File: src/rtl/serial_pattern_ctrl_pkg.sv
// Shared types and default widths for the serial pattern controller.
package serial_pattern_pkg;

    typedef enum logic [1:0] {
        ST_IDLE  = 2'd0,
        ST_SHIFT = 2'd1,
        ST_DONE  = 2'd2
    } state_t;

    localparam int DEF_DATA_W  = 8;
    localparam int DEF_PAT_MAX = 8;
    localparam int DEF_CNT_W   = 8;
    localparam int LEN_W       = $clog2(DEF_PAT_MAX + 1);
    localparam int IDX_W       = $clog2(DEF_DATA_W);

endpackage

File: src/rtl/serial_pattern_ctrl_matcher.sv
// Bit-serial pattern matcher: shift history, fill counter and masked compare.
module pattern_matcher
    import serial_pattern_pkg::*;
#(
    parameter int PAT_MAX = DEF_PAT_MAX,
    parameter int LW      = $clog2(PAT_MAX + 1)
) (
    input  logic               clk,
    input  logic               reset,
    input  logic               bit_vld,
    input  logic               bit_in,
    input  logic [PAT_MAX-1:0] pattern,
    input  logic [LW-1:0]      len,
    input  logic               overlap,
    input  logic               clr,
    output logic               match
);

    logic [PAT_MAX-1:0] hist_q, hist_d, hist_next;
    logic [LW-1:0]      fill_q, fill_d, fill_next;

    always_comb begin
        hist_next = (hist_q << 1) | PAT_MAX'(bit_in);
        fill_next = (fill_q == LW'(PAT_MAX)) ? fill_q : fill_q + 1'b1;

        match = 1'b0;
        if (bit_vld && (fill_next >= len)) begin
            match = 1'b1;
            for (int i = 0; i < PAT_MAX; i++) begin
                if ((i < int'(len)) && (hist_next[i] != pattern[i])) begin
                    match = 1'b0;
                end
            end
        end

        // Non-overlapping mode forgets the matched bits by emptying the fill count
        hist_d = hist_q;
        fill_d = fill_q;
        if (clr) begin
            hist_d = '0;
            fill_d = '0;
        end else if (bit_vld) begin
            hist_d = hist_next;
            fill_d = (match && !overlap) ? '0 : fill_next;
        end
    end

    always_ff @(posedge clk or posedge reset) begin
        if (reset) begin
            hist_q <= '0;
            fill_q <= '0;
        end else begin
            hist_q <= hist_d;
            fill_q <= fill_d;
        end
    end

endmodule

File: src/rtl/serial_pattern_ctrl.sv
// Word-in, bit-serial pattern detection controller with runtime configuration,
// saturating match counter and registered handshake/status outputs.
module serial_pattern_ctrl
    import serial_pattern_pkg::*;
#(
    parameter int DATA_W  = DEF_DATA_W,
    parameter int PAT_MAX = DEF_PAT_MAX,
    parameter int CNT_W   = DEF_CNT_W
) (
    input  logic                         clk,
    input  logic                         reset,
    input  logic                         cfg_we,
    input  logic [PAT_MAX-1:0]           cfg_pattern,
    input  logic [$clog2(PAT_MAX+1)-1:0] cfg_len,
    input  logic                         cfg_overlap,
    input  logic                         cfg_msb_first,
    input  logic                         cnt_clr,
    input  logic                         in_valid,
    input  logic [DATA_W-1:0]            in_data,
    output logic                         in_ready,
    output logic                         busy,
    output logic                         match_pulse,
    output logic [CNT_W-1:0]             match_count,
    output logic                         done,
    output logic                         cfg_err
);

    localparam int LW = $clog2(PAT_MAX + 1);
    localparam int IW = $clog2(DATA_W);

    state_t              state_q, state_d;
    logic [DATA_W-1:0]   word_q, word_d;
    logic [IW-1:0]       idx_q, idx_d;
    logic [PAT_MAX-1:0]  pat_q, pat_d;
    logic [LW-1:0]       len_q, len_d;
    logic                ovl_q, ovl_d;
    logic                msb_q, msb_d;
    logic                in_ready_q, in_ready_d;
    logic                busy_q, busy_d;
    logic                match_pulse_q, match_pulse_d;
    logic [CNT_W-1:0]    count_q, count_d;
    logic                done_q, done_d;
    logic                cfg_err_q, cfg_err_d;

    logic                cfg_ok, bit_vld, bit_in, last_bit, match;
    logic [IW-1:0]       sel;

    always_comb begin
        cfg_ok   = cfg_we && (state_q == ST_IDLE) && (cfg_len != '0) && (cfg_len <= LW'(PAT_MAX));
        bit_vld  = (state_q == ST_SHIFT);
        sel      = msb_q ? (IW'(DATA_W - 1) - idx_q) : idx_q;
        bit_in   = word_q[sel];
        last_bit = (idx_q == IW'(DATA_W - 1));

        state_d = state_q;
        word_d  = word_q;
        idx_d   = idx_q;
        case (state_q)
            ST_IDLE: begin
                if (in_valid) begin
                    state_d = ST_SHIFT;
                    word_d  = in_data;
                    idx_d   = '0;
                end
            end
            ST_SHIFT: begin
                idx_d = idx_q + 1'b1;
                if (last_bit) state_d = ST_DONE;
            end
            ST_DONE: state_d = ST_IDLE;
            default: state_d = ST_IDLE;
        endcase

        // A write accepted alongside a word lands on the same edge, so it governs that word
        pat_d = pat_q;
        len_d = len_q;
        ovl_d = ovl_q;
        msb_d = msb_q;
        if (cfg_ok) begin
            pat_d = cfg_pattern;
            len_d = cfg_len;
            ovl_d = cfg_overlap;
            msb_d = cfg_msb_first;
        end

        in_ready_d    = (state_d == ST_IDLE);
        busy_d        = (state_d != ST_IDLE);
        done_d        = (state_q == ST_SHIFT) && last_bit;
        match_pulse_d = match;
        cfg_err_d     = cfg_we && !cfg_ok;

        count_d = count_q;
        if (cnt_clr) begin
            count_d = '0;
        end else if (match && (count_q != '1)) begin
            count_d = count_q + 1'b1;
        end
    end

    pattern_matcher #(
        .PAT_MAX (PAT_MAX),
        .LW      (LW)
    ) u_matcher (
        .clk     (clk),
        .reset   (reset),
        .bit_vld (bit_vld),
        .bit_in  (bit_in),
        .pattern (pat_q),
        .len     (len_q),
        .overlap (ovl_q),
        .clr     (cfg_ok),
        .match   (match)
    );

    always_ff @(posedge clk or posedge reset) begin
        if (reset) begin
            state_q       <= ST_IDLE;
            word_q        <= '0;
            idx_q         <= '0;
            pat_q         <= '0;
            len_q         <= LW'(1);
            ovl_q         <= 1'b0;
            msb_q         <= 1'b1;
            in_ready_q    <= 1'b1;
            busy_q        <= 1'b0;
            match_pulse_q <= 1'b0;
            count_q       <= '0;
            done_q        <= 1'b0;
            cfg_err_q     <= 1'b0;
        end else begin
            state_q       <= state_d;
            word_q        <= word_d;
            idx_q         <= idx_d;
            pat_q         <= pat_d;
            len_q         <= len_d;
            ovl_q         <= ovl_d;
            msb_q         <= msb_d;
            in_ready_q    <= in_ready_d;
            busy_q        <= busy_d;
            match_pulse_q <= match_pulse_d;
            count_q       <= count_d;
            done_q        <= done_d;
            cfg_err_q     <= cfg_err_d;
        end
    end

    assign in_ready    = in_ready_q;
    assign busy        = busy_q;
    assign match_pulse = match_pulse_q;
    assign match_count = count_q;
    assign done        = done_q;
    assign cfg_err     = cfg_err_q;

endmodule

File: config.mk
export PLATFORM = sky130hd
export DESIGN_NAME = serial_pattern_ctrl
export DESIGN_NICKNAME = d
export VERILOG_FILES = /design/src/rtl/serial_pattern_ctrl_pkg.sv /design/src/rtl/serial_pattern_ctrl_matcher.sv /design/src/rtl/serial_pattern_ctrl.sv
export SDC_FILE = /design/constraint.sdc
export NUM_CORES = 1
export LEC_CHECK = 0
export ABC_CLOCK_PERIOD_IN_PS = 3200
export CAP_MARGIN = 20
export CORE_MARGIN = 4
export CORE_UTILIZATION = 43
export DETAILED_ROUTE_END_ITERATION = 7
export GPL_TIMING_DRIVEN = 0
export PLACE_DENSITY = 0.66
export RECOVER_POWER = 50
export REMOVE_ABC_BUFFERS = 1
export SYNTH_ARGS = -nofsm -noshare
export SYNTH_HDL_FRONTEND = slang
export SYNTH_SLANG_ARGS = --single-unit
File: constraint.sdc
create_clock -name clk -period 3.2 [get_ports clk]
set_input_delay 0.64 -clock clk [delete_from_list [all_inputs] [get_ports clk]]
set_output_delay 0.64 -clock clk [all_outputs]
set_load 0.01 [all_outputs]
Yosys cells after proc, flatten, opt, wreduce, memory -nomap -nowiden
Cells that the tools add are included.
Storage, ports and cells
  flip-flop bits (word level): 51
  bits of input ports: 27
  output and inout bits: 13
  word-level logic and storage cells: 96
Operators by class
  $add $sub $neg: 4
  $lt $le $gt $ge: 11
  equality and inequality tests: 13
  muxes and demuxes: 25
  bitwise operators: 1
  reduce and logical (&&, ||, !) cells: 27
Operators with widths (count)
  $logic_and A1 B1 Y1: 16
  $lt A3 B4 Y1 const A: 4
  $mux W4: 4
  $mux W8: 2
  $mux W7: 2
  $mux W1: 10
  $add A8 B1 Y8 const B: 1
  $lt A1 B4 Y1 const A: 2
  $lt A2 B4 Y1 const A: 2
  $ne A1 B1 Y1: 8
  $ne A8 B8 Y1 const B: 1
  $or A8 B1 Y8: 1
  $reduce_bool A2 Y1: 4
  $mux W3: 2
  $pmux W3 S2: 1
  $add A4 B1 Y4 const B: 1
  $eq A4 B4 Y1 const B: 1
  $ge A4 B4 Y1: 1
  $le A4 B4 Y1 const B: 1
  $logic_not A2 Y1: 2
  $lt A3 B4 Y1 const B: 1
  $mux W2: 2
  $pmux W2 S2: 1
  $reduce_and A2 Y1: 2
  8 further kinds: 9

Logic depth before layout (Yosys ltp)
Gate-level depths: netlist (run 1).
  depth after elaboration: 20
  mapped depth: 14
  gate-level depth less buffers: 13

Modules after synthesis
A second synthesis (run 1) with hierarchy kept.
Second synthesis, totals
  cell total of the unflattened synthesis: 229
  area, all modules: 2663.8 µm²
Modules (own cells, without submodules)
  serial_pattern_ctrl: times used 1, cells an instance 143, area an instance 1848.0 µm², seq. area each 1004.7 µm²
  pattern_matcher: times used 1, cells an instance 86, area an instance 815.8 µm², seq. area each 275.3 µm²

Worst setup path after synthesis (run 1)
No wires, ideal clock.
  path type: register to register
  from: register u_matcher.fill_q[0]
  to: register count_q[3], in the netlist match_count[3]
  setup time: 64 ps
  arrival time: 2380 ps
  data required time: 3136 ps
  path slack: 756 ps
  cell stages (with the launch flop): 15
  path buffers: 1
  period minus slack after synthesis: 2444 ps
  cells stage by stage: dfrtp_1 -> inv_1 -> ha_1 -> nand2_1 -> nor2_1 -> xnor2_1 -> ha_1 -> nand2b_1 -> a21o_1 -> a21o_1 -> a21oi_1 -> nor4b_4 -> buf_6 -> a311oi_1 -> a31o_2
Between the ends
  longest elaborated chain between the ends: 7
  elaborated cells between the ends (all ways): 8
  those cells by class: 1 x add/sub; 1 x order compare; 1 x eq/ne; 2 x mux; 3 x reduce/logical
RTL lines
  start, declared: RTL line serial_pattern_ctrl_matcher.sv:20  | logic [LW-1:0] fill_q, fill_d, fill_next;
  start signal, assigned: RTL line serial_pattern_ctrl_matcher.sv:54  | fill_q <= fill_d;
  $add A4 B1 Y4 or $eq A4 B4 Y1 (tied branches): RTL line serial_pattern_ctrl_matcher.sv:24  | fill_next = (fill_q == LW'(PAT_MAX)) ? fill_q : fill_q + 1'b1;
  $mux W4 (*): RTL line serial_pattern_ctrl_matcher.sv:24
  $ge A4 B4 Y1 (*): RTL line serial_pattern_ctrl_matcher.sv:27  | if (bit_vld && (fill_next >= len)) begin
  $logic_and A1 B1 Y1 (*): RTL line serial_pattern_ctrl_matcher.sv:27
  $mux W1 (*): RTL line serial_pattern_ctrl_matcher.sv:27
  via match: RTL line serial_pattern_ctrl.sv:45  | logic cfg_ok, bit_vld, bit_in, last_bit, match;
  $logic_and A1 B1 Y1 (*): RTL line serial_pattern_ctrl.sv:95  | end else if (match && (count_q != '1)) begin
  $reduce_bool A2 Y1 (no source line) (*)
  end signal, assigned: RTL line serial_pattern_ctrl.sv:141  | count_q <= count_d;
  end, declared: RTL line serial_pattern_ctrl.sv:41  | logic [CNT_W-1:0] count_q, count_d;
Mark *: on every way through the listed nets, which the timed path passes. The rest lies on a longest branch.
A chain may end at the register's enable or synchronous reset.

Final worst setup path (run 1)
  from: register state_q[0]
  to: register count_q[7], in the netlist match_count[7]
Between the ends
  longest elaborated chain between the ends: 5
RTL lines
  start, declared: RTL line serial_pattern_ctrl.sv:31  | state_t state_q, state_d;
  start signal, assigned: RTL line serial_pattern_ctrl.sv:131  | state_q <= state_d;
  $eq A2 B1 Y1: RTL line serial_pattern_ctrl.sv:50  | bit_vld = (state_q == ST_SHIFT);
  $logic_and A1 B1 Y1: RTL line serial_pattern_ctrl_matcher.sv:27
  $mux W1: RTL line serial_pattern_ctrl_matcher.sv:27
  $logic_and A1 B1 Y1: RTL line serial_pattern_ctrl.sv:95
  $reduce_bool A2 Y1 (no source line)
No other way between the ends.

==> results.sh, run 1 <==
export IMPL_cpPeakStageDelay_ns=0.90
export IMPL_total_number_of_nets_in_the_final_design=324
export IMPL_wl_per_cell_um=14.4
export IMPL_critPathMaxFanout=16
export IMPL_final_design_area_no_fill_um2=3220
export IMPL_clock_insertion_delay_at_the_later_pin_of_the_skew_report_ns=0.31
export IMPL_port_buffers=39
export IMPL_final_seq_area_um2=1280
export IMPL_synthesis_instances=249
export IMPL_min_period_over_period_pct=88.5
export IMPL_clock_root_buffer="sky130_fd_sc_hd__clkbuf_8"
export IMPL_antenna_diode_instance_count=0
export IMPL_detailed_place_area_um2=3130
export IMPL_post_synth_num_cell_types=54
export IMPL_number_of_antenna_violations_at_the_first_check_in_global_routing=0
export IMPL_area_of_combinational_cells_with_multiple_inputs_um2=1300
export IMPL_cts_buffers=5
export IMPL_boundaryPins=40
export IMPL_design_power_total_uw=2680
export IMPL_power_share_sequential_pct=44.1
export IMPL_required_ns=3.38
export IMPL_run_status="finished, final reports clean"
export IMPL_clk_transition_reported_paths_ns=0.09
export IMPL_timing_slew_headroom_pct=24.5
export IMPL_drt_total_wl_um=5240
export IMPL_post_synth_cell_area_avg_um2=10.8
export IMPL_timing_worst_slew_pin_value_ns=1.13
export IMPL_core_area_um2=5990
export IMPL_crit_type="register to register"
export IMPL_hold_viol_final=0
export IMPL_worstSetupEndpointType="register"
export IMPL_drc=0
export IMPL_hold_buffers=0
export IMPL_cp_cell_sequence="nor2b_1 -> o221ai_1 -> a211o_1 -> nor4b_4 -> buf_4 -> buf_4 -> a41o_1 -> a21oi_1"
export IMPL_clock_network_fraction_of_design_power_pct=13.7
export IMPL_total_vias_in_the_final_route=1948
export IMPL_clock_fmax_mhz=353
export IMPL_syn2layout_area_growth_pct=20.2
export IMPL_dpl_cell_count=353
export IMPL_clock_tree_from_tritoncts="done"
export IMPL_full_die_area_um2=7560
export IMPL_p_sw_uw=1010
export IMPL_clkSinkCount=51
export IMPL_mappedNetlistArea_um2=2680
export IMPL_hold_path_class="register to register"
export IMPL_fillCellCount=546
export IMPL_floorplan_initialDensity_pct=44.7
export IMPL_peakVddDrop_v=0.000379
export IMPL_globalRouteOverflowTotal=0
export IMPL_grt_setup_unrepaired="false"
export IMPL_grt_util_all_layers_pct=15.3
export IMPL_number_of_global_route_vias_before_repair=1908
export IMPL_synth_edff_count=0
export IMPL_drt_initial_drc_count=123
export IMPL_timing_hold_ws_ns=0.509
export IMPL_synth_main_ff_cell="sky130_fd_sc_hd__dfrtp_1"
export IMPL_comb_power_share_pct=42.2
export IMPL_worst_path_most_repeated_cell="sky130_fd_sc_hd__buf_4"
export IMPL_count_of_max_cap_constraint_violations=0
export IMPL_gp_congestion=0.728
export IMPL_detail_route_first_pass_iterations=4
export IMPL_layout_min_cycle_time_ns=2.83
export IMPL_worst_setup_path_start_kind="register"
export IMPL_drv_slew=0
export IMPL_die_w_um=86.9
export IMPL_leakage_uw=0.00138
export IMPL_cts_max_path_buffers=2
export IMPL_power_per_cell_area_nw_per_um2=832
export IMPL_drive_above_1_share_pct=15.6
export IMPL_skew_ns=0.00763
export IMPL_placementRows=28
export IMPL_drt_antenna_violating_nets=0
export IMPL_finish_cell_count_without_fillers=364
export IMPL_slowest_stage="sky130_fd_sc_hd__nor2b_1"
export IMPL_dp_hpwl_um=3750
export IMPL_synth_yosys_seq_area_share_pct=47.8
export IMPL_wire_length_of_the_first_global_routing_pass_um=9100
export IMPL_p_int_uw=1670
export IMPL_chipHeight_um=86.9
export IMPL_postLayoutCoreUtil_pct=53.8
export IMPL_cts_htree_levels=2
export IMPL_synth_warning_count=0
export IMPL_crit_arrival_ns=3.01
export IMPL_postSynthRegisterBits=51
export IMPL_timing_final_setup_violations=0
export IMPL_swShare_pct=37.7
export IMPL_synth_async_sr_flop_share_pct=100
export IMPL_routed_via_density=5.35
export IMPL_grt_max_degree=33
metrics by stage:
stage	TNS, ns	setup slack (ns)
after CTS	0	0.213
final	0	0.367
after global routing	0	0.101
after detailed placement	-0.127	-0.0598
after global placement	0	0.00975
after floorplan	0	0.706
cell usage after synthesis (4+ instances only):
master | instances | area (um2)
sky130_fd_sc_hd__dfrtp_1 | 48 | 1200
sky130_fd_sc_hd__nand3_1 | 11 | 55.1
sky130_fd_sc_hd__nor2_1 | 7 | 26.3
sky130_fd_sc_hd__mux2_2 | 22 | 248
sky130_fd_sc_hd__o21ai_0 | 11 | 55.1
sky130_fd_sc_hd__nand2b_1 | 8 | 50.1
sky130_fd_sc_hd__ha_1 | 9 | 113
sky130_fd_sc_hd__nand2_1 | 26 | 97.6
sky130_fd_sc_hd__inv_1 | 12 | 45.0
sky130_fd_sc_hd__nor3b_1 | 6 | 45.0
sky130_fd_sc_hd__and3_1 | 6 | 37.5
sky130_fd_sc_hd__clkbuf_1 | 6 | 22.5
sky130_fd_sc_hd__and2_1 | 6 | 37.5
sky130_fd_sc_hd__xnor2_1 | 9 | 78.8
sky130_fd_sc_hd__a21oi_1 | 4 | 20.0
routing by layer:
metal,vias up,track usage [%],wire (um)
li1,968,-,-
met1,934,20.0,2400
met2,38,25.1,2530
met3,8,3.12,220
met4,0,5.52,87
met5,-,0,0
power groups by stage:
stage	combinational, uW	sequential (uW)	clock (uW)
after detailed placement	1130	1200	0
after floorplan	864	1130	0
after global routing	1290	1240	411
final	1130	1180	367
after CTS	1140	1180	381
after global placement	1090	1190	0
path summary, 6_finish.rpt:
| path | start | end | slack, ns | cells after the start |
|---|---|---|---|---|
| setup / recovery | state_q[0] | match_count[7] | 0.37 | 8 |
| min in group asynchronous | reset | word_q[3] | 0.91 | 2 |
| setup reg to reg | state_q[0] | match_count[7] | 0.37 | 8 |
| max in group asynchronous | reset | pat_q[2] | 1.03 | 3 |
| hold / removal | word_q[6] | word_q[6] | 0.51 | 1 |
| hold reg to reg | word_q[6] | word_q[6] | 0.51 | 1 |
cells by family (layout without fill, tap and decap cells):
group	count (synthesis)	in the layout	synth area share (%)
muxes	25	25	10.4
AOI/OAI and AO/OA	47	47	13.2
DFF	51	51	47.8
and+or+nand+nor	84	84	17.5
adders and majority gates	9	9	4.20
xor gates and xnor gates	10	10	3.27
buffers and inverters	23	63	3.73
area by class of cell:
type                            instances  share of cell area (%)
Timing Repair Buffer                   43                    13.0
Multi-Input combinational cell        175                    40.3
Tap cell                               75                    2.91
Clock inverter                          2                   0.388
Sequential cell                        51                    39.7
Inverter                               12                    1.40
Clock buffer                            6                    2.25
repair_timing:
item	4_1_cts	5_1_grt
setup buffers	0	3
resized for setup	1	0
pin swaps	0	1
setup endpoints to repair	10	3
layout by cell type (no fill, tap or decap), types with 2 or more instances in the layout:
master                            instances
sky130_fd_sc_hd__a21boi_0                 3
sky130_fd_sc_hd__a21o_1                   2
sky130_fd_sc_hd__a21oi_1                  4
sky130_fd_sc_hd__a22o_1                   2
sky130_fd_sc_hd__a311oi_1                 3
sky130_fd_sc_hd__a31o_2                   3
sky130_fd_sc_hd__a31oi_1                  3
sky130_fd_sc_hd__and2_1                   5
sky130_fd_sc_hd__and3_1                   6
sky130_fd_sc_hd__buf_4                    3
sky130_fd_sc_hd__clkbuf_8                 5
sky130_fd_sc_hd__clkdlybuf4s50_1         37
sky130_fd_sc_hd__dfrtp_1                 48
sky130_fd_sc_hd__dfstp_2                  3
sky130_fd_sc_hd__dlygate4sd3_1            2
sky130_fd_sc_hd__ha_1                     9
sky130_fd_sc_hd__inv_1                   12
sky130_fd_sc_hd__mux2_2                  22
sky130_fd_sc_hd__mux2i_1                  3
sky130_fd_sc_hd__nand2_1                 26
sky130_fd_sc_hd__nand2b_1                 8
sky130_fd_sc_hd__nand3_1                 11
sky130_fd_sc_hd__nor2_1                   7
sky130_fd_sc_hd__nor2b_1                  2
sky130_fd_sc_hd__nor3_1                   3
sky130_fd_sc_hd__nor3b_1                  6
sky130_fd_sc_hd__o2111ai_1                2
sky130_fd_sc_hd__o21ai_0                 11
sky130_fd_sc_hd__o21bai_1                 2
sky130_fd_sc_hd__xnor2_1                  9
state kept, by name, summed over array words and instances, names as in the netlist, 2 cells and up:
| register | count |
|---|---|
| word_q | 8 |
| idx_q | 3 |
| state_q | 2 |
| u_matcher.fill_q | 4 |
| match_count | 8 |
| u_matcher.hist_q | 7 |
| pat_q | 8 |
| len_q | 4 |
critical path: cells and delay by family (launching register included):
kind	cells	cell delay (ns)
compound gates	4	0.82
buf+inv	2	0.36
flops	1	0.39
simple gates	2	1.13
(Power assumes the default switching activity.)
==> run 2, diff against run 1 <==
MAX_ROUTING_LAYER = met4   (was default)
==> run 2 against run 1 <==
Sequential power barely moved. Die area unchanged. Combinational power hardly changed. Via count is 0.21% higher. Final cell count stayed put. Utilization stayed put. Critical endpoint unchanged. Power hardly changed. Clock-buffer cell count unchanged. Setup slack worse by 0.025 ns.
==> results.sh, run 2 (synthesized netlist as in run 1, its figures left out) <==
export IMPL_run_status="finished, final reports clean"
export IMPL_wire_length_of_the_first_global_routing_pass_um=9110
export IMPL_met1_usage_in_global_routing_pct=20.2
export IMPL_full_die_area_um2=7560
export IMPL_clkSinkCount=51
export IMPL_chipHeight_um=86.9
export IMPL_layout_min_cycle_time_ns=2.86
export IMPL_cts_max_path_buffers=2
export IMPL_wl_per_cell_um=14.5
export IMPL_clk_transition_reported_paths_ns=0.09
export IMPL_globalRouteOverflowTotal=0
export IMPL_peakVddDrop_v=0.000380
export IMPL_groute_layer_met2_usage_pct=25.0
export IMPL_boundaryPins=40
export IMPL_total_number_of_nets_in_the_final_design=324
export IMPL_detailed_place_area_um2=3130
export IMPL_leakage_uw=0.00138
export IMPL_routed_via_density=5.36
export IMPL_r2r_cells=8
export IMPL_count_of_max_cap_constraint_violations=0
export IMPL_placementRows=28
export IMPL_slowest_stage="sky130_fd_sc_hd__nor2b_1"
export IMPL_hold_path_class="register to register"
export IMPL_clock_tree_from_tritoncts="done"
export IMPL_hold_buffers=0
export IMPL_cpPeakStageDelay_ns=0.91
export IMPL_drive_above_1_share_pct=15.6
export IMPL_clock_fmax_mhz=350
export IMPL_die_w_um=86.9
export IMPL_hold_viol_final=0
export IMPL_power_per_cell_area_nw_per_um2=833
export IMPL_clock_insertion_delay_at_the_later_pin_of_the_skew_report_ns=0.31
export IMPL_drc=0
export IMPL_min_delay_worst_endpoint="word_q[6]"
export IMPL_drv_slew=0
export IMPL_floorplan_initialDensity_pct=44.7
export IMPL_cts_buffers=5
export IMPL_worst_setup_path_start_kind="register"
export IMPL_min_period_over_period_pct=89.3
export IMPL_critPathMaxFanout=16
export IMPL_final_design_area_no_fill_um2=3220
export IMPL_grt_util_all_layers_pct=15.8
export IMPL_crit_type="register to register"
export IMPL_hold_path_cell_count=1
export IMPL_crit_reg2reg_capture="match_count[7]"
export IMPL_layout_common_cells="48 x sky130_fd_sc_hd__dfrtp_1, 37 x sky130_fd_sc_hd__clkdlybuf4s50_1, 26 x sky130_fd_sc_hd__nand2_1"
export IMPL_cts_htree_levels=2
export IMPL_drt_initial_drc_count=127
export IMPL_worstSetupEndpointType="register"
export IMPL_hold_path_startpoint="word_q[6]"
export IMPL_r2r_slack_ns=0.34
export IMPL_setup_total_negative_slack_ns=0
export IMPL_gp_congestion=0.737
export IMPL_timing_worst_slew_pin_value_ns=1.15
export IMPL_drt_total_wl_um=5270
export IMPL_cp_cell_sequence="nor2b_1 -> o221ai_1 -> a211o_1 -> nor4b_4 -> buf_4 -> buf_4 -> a41o_1 -> a21oi_1"
export IMPL_detail_route_first_pass_iterations=4
export IMPL_dp_hpwl_um=3750
export IMPL_required_ns=3.38
export IMPL_timing_slew_headroom_pct=23.0
export IMPL_total_vias_in_the_final_route=1952
export IMPL_antenna_diode_instance_count=0
export IMPL_gr_usage_met3_pct=3.12
export IMPL_skew_ns=0.00677
export IMPL_grt_busiest_layer="met2"
export IMPL_drt_antenna_violating_nets=0
export IMPL_clock_root_buffer="sky130_fd_sc_hd__clkbuf_8"
export IMPL_timing_final_setup_violations=0
export IMPL_grt_setup_unrepaired="false"
export IMPL_port_buffers=39
export IMPL_reg2reg_from="state_q[0]"
export IMPL_worst_path_most_repeated_cell="sky130_fd_sc_hd__buf_4"
export IMPL_syn2layout_area_growth_pct=20.2
export IMPL_crit_arrival_ns=3.04
export IMPL_grt_max_degree=33
export IMPL_number_of_antenna_violations_at_the_first_check_in_global_routing=0
export IMPL_layout_commonest_cell="sky130_fd_sc_hd__dfrtp_1"
export IMPL_number_of_global_route_vias_before_repair=1908
export IMPL_core_area_um2=5990
run 2: cell counts in the layout (fill, tap and decap cells not counted):
Identical to the previous run, type by type.
run 2: area by class of cell:
class / instances / area, um2
inverter: 12 / 45.0
fill: 546 / 2770
clock inverter: 2 / 12.5
multi-input combinational: 175 / 1300
timing repair buffer: 43 / 418
sequential: 51 / 1280
tap: 75 / 93.8
clock buffer: 6 / 72.6
run 2: worst max path at each step:
stage	cells after the start	from	end	slack, ns
2_1_floorplan	13	u_matcher.fill_q[0]	match_count[6]	0.71
3_3_place_gp	6	state_q[0]	u_matcher.fill_q[3]	0.01
3_5_place_dp	6	state_q[0]	u_matcher.fill_q[1]	-0.06
4_1_cts	13	u_matcher.fill_q[0]	u_matcher.fill_q[1]	0.21
5_1_grt	7	state_q[0]	match_count[0]	0.10
6_report	8	state_q[0]	match_count[7]	0.34
run 2: timing repair:
action                     CTS  global route
buffers inserted             0             3
setup endpoints to repair   10             3
gates resized for setup      1             0
pin swaps                    0             1
run 2: metal layers:
| layer | routed length (um) | share of wire, % | vias to the layer above |
|---|---|---|---|
| met5 | 0 | 0 | - |
| met4 | 85 | 1.6 | 0 |
| met3 | 239 | 4.5 | 8 |
| met2 | 2510 | 48 | 41 |
| met1 | 2440 | 46 | 937 |
| li1 | - | - | 966 |
run 2: stage by stage:
step	total power [uW]	setup WS, ns	std cells	hold WS, ns	util [%]
after detailed placement	2330	-0.0598	353	0.495	52.2
after global routing	2940	0.101	364	0.542	53.8
after CTS	2700	0.213	361	0.518	53.7
after floorplan	2000	0.706	238	0.474	-
after global placement	2280	0.00975	352	0.493	51.9
final	2680	0.342	364	0.510	53.8
run 2: power by group:
group / leakage, uW / total [uW] / internal (uW) / switching (uW)
combinational: 0.000703 / 1130 / 605 / 528
sequential: 0.000632 / 1180 / 912 / 270
clock: 0.0000412 / 368 / 153 / 215
run 2: worst max-delay path, delay by kind of cell, from the launching register on:
family	cells	cell delay, ns
AO/OA/AOI/OAI	4	0.83
buffers and inverters	2	0.37
flip-flops	1	0.39
AND/OR/NAND/NOR	2	1.14
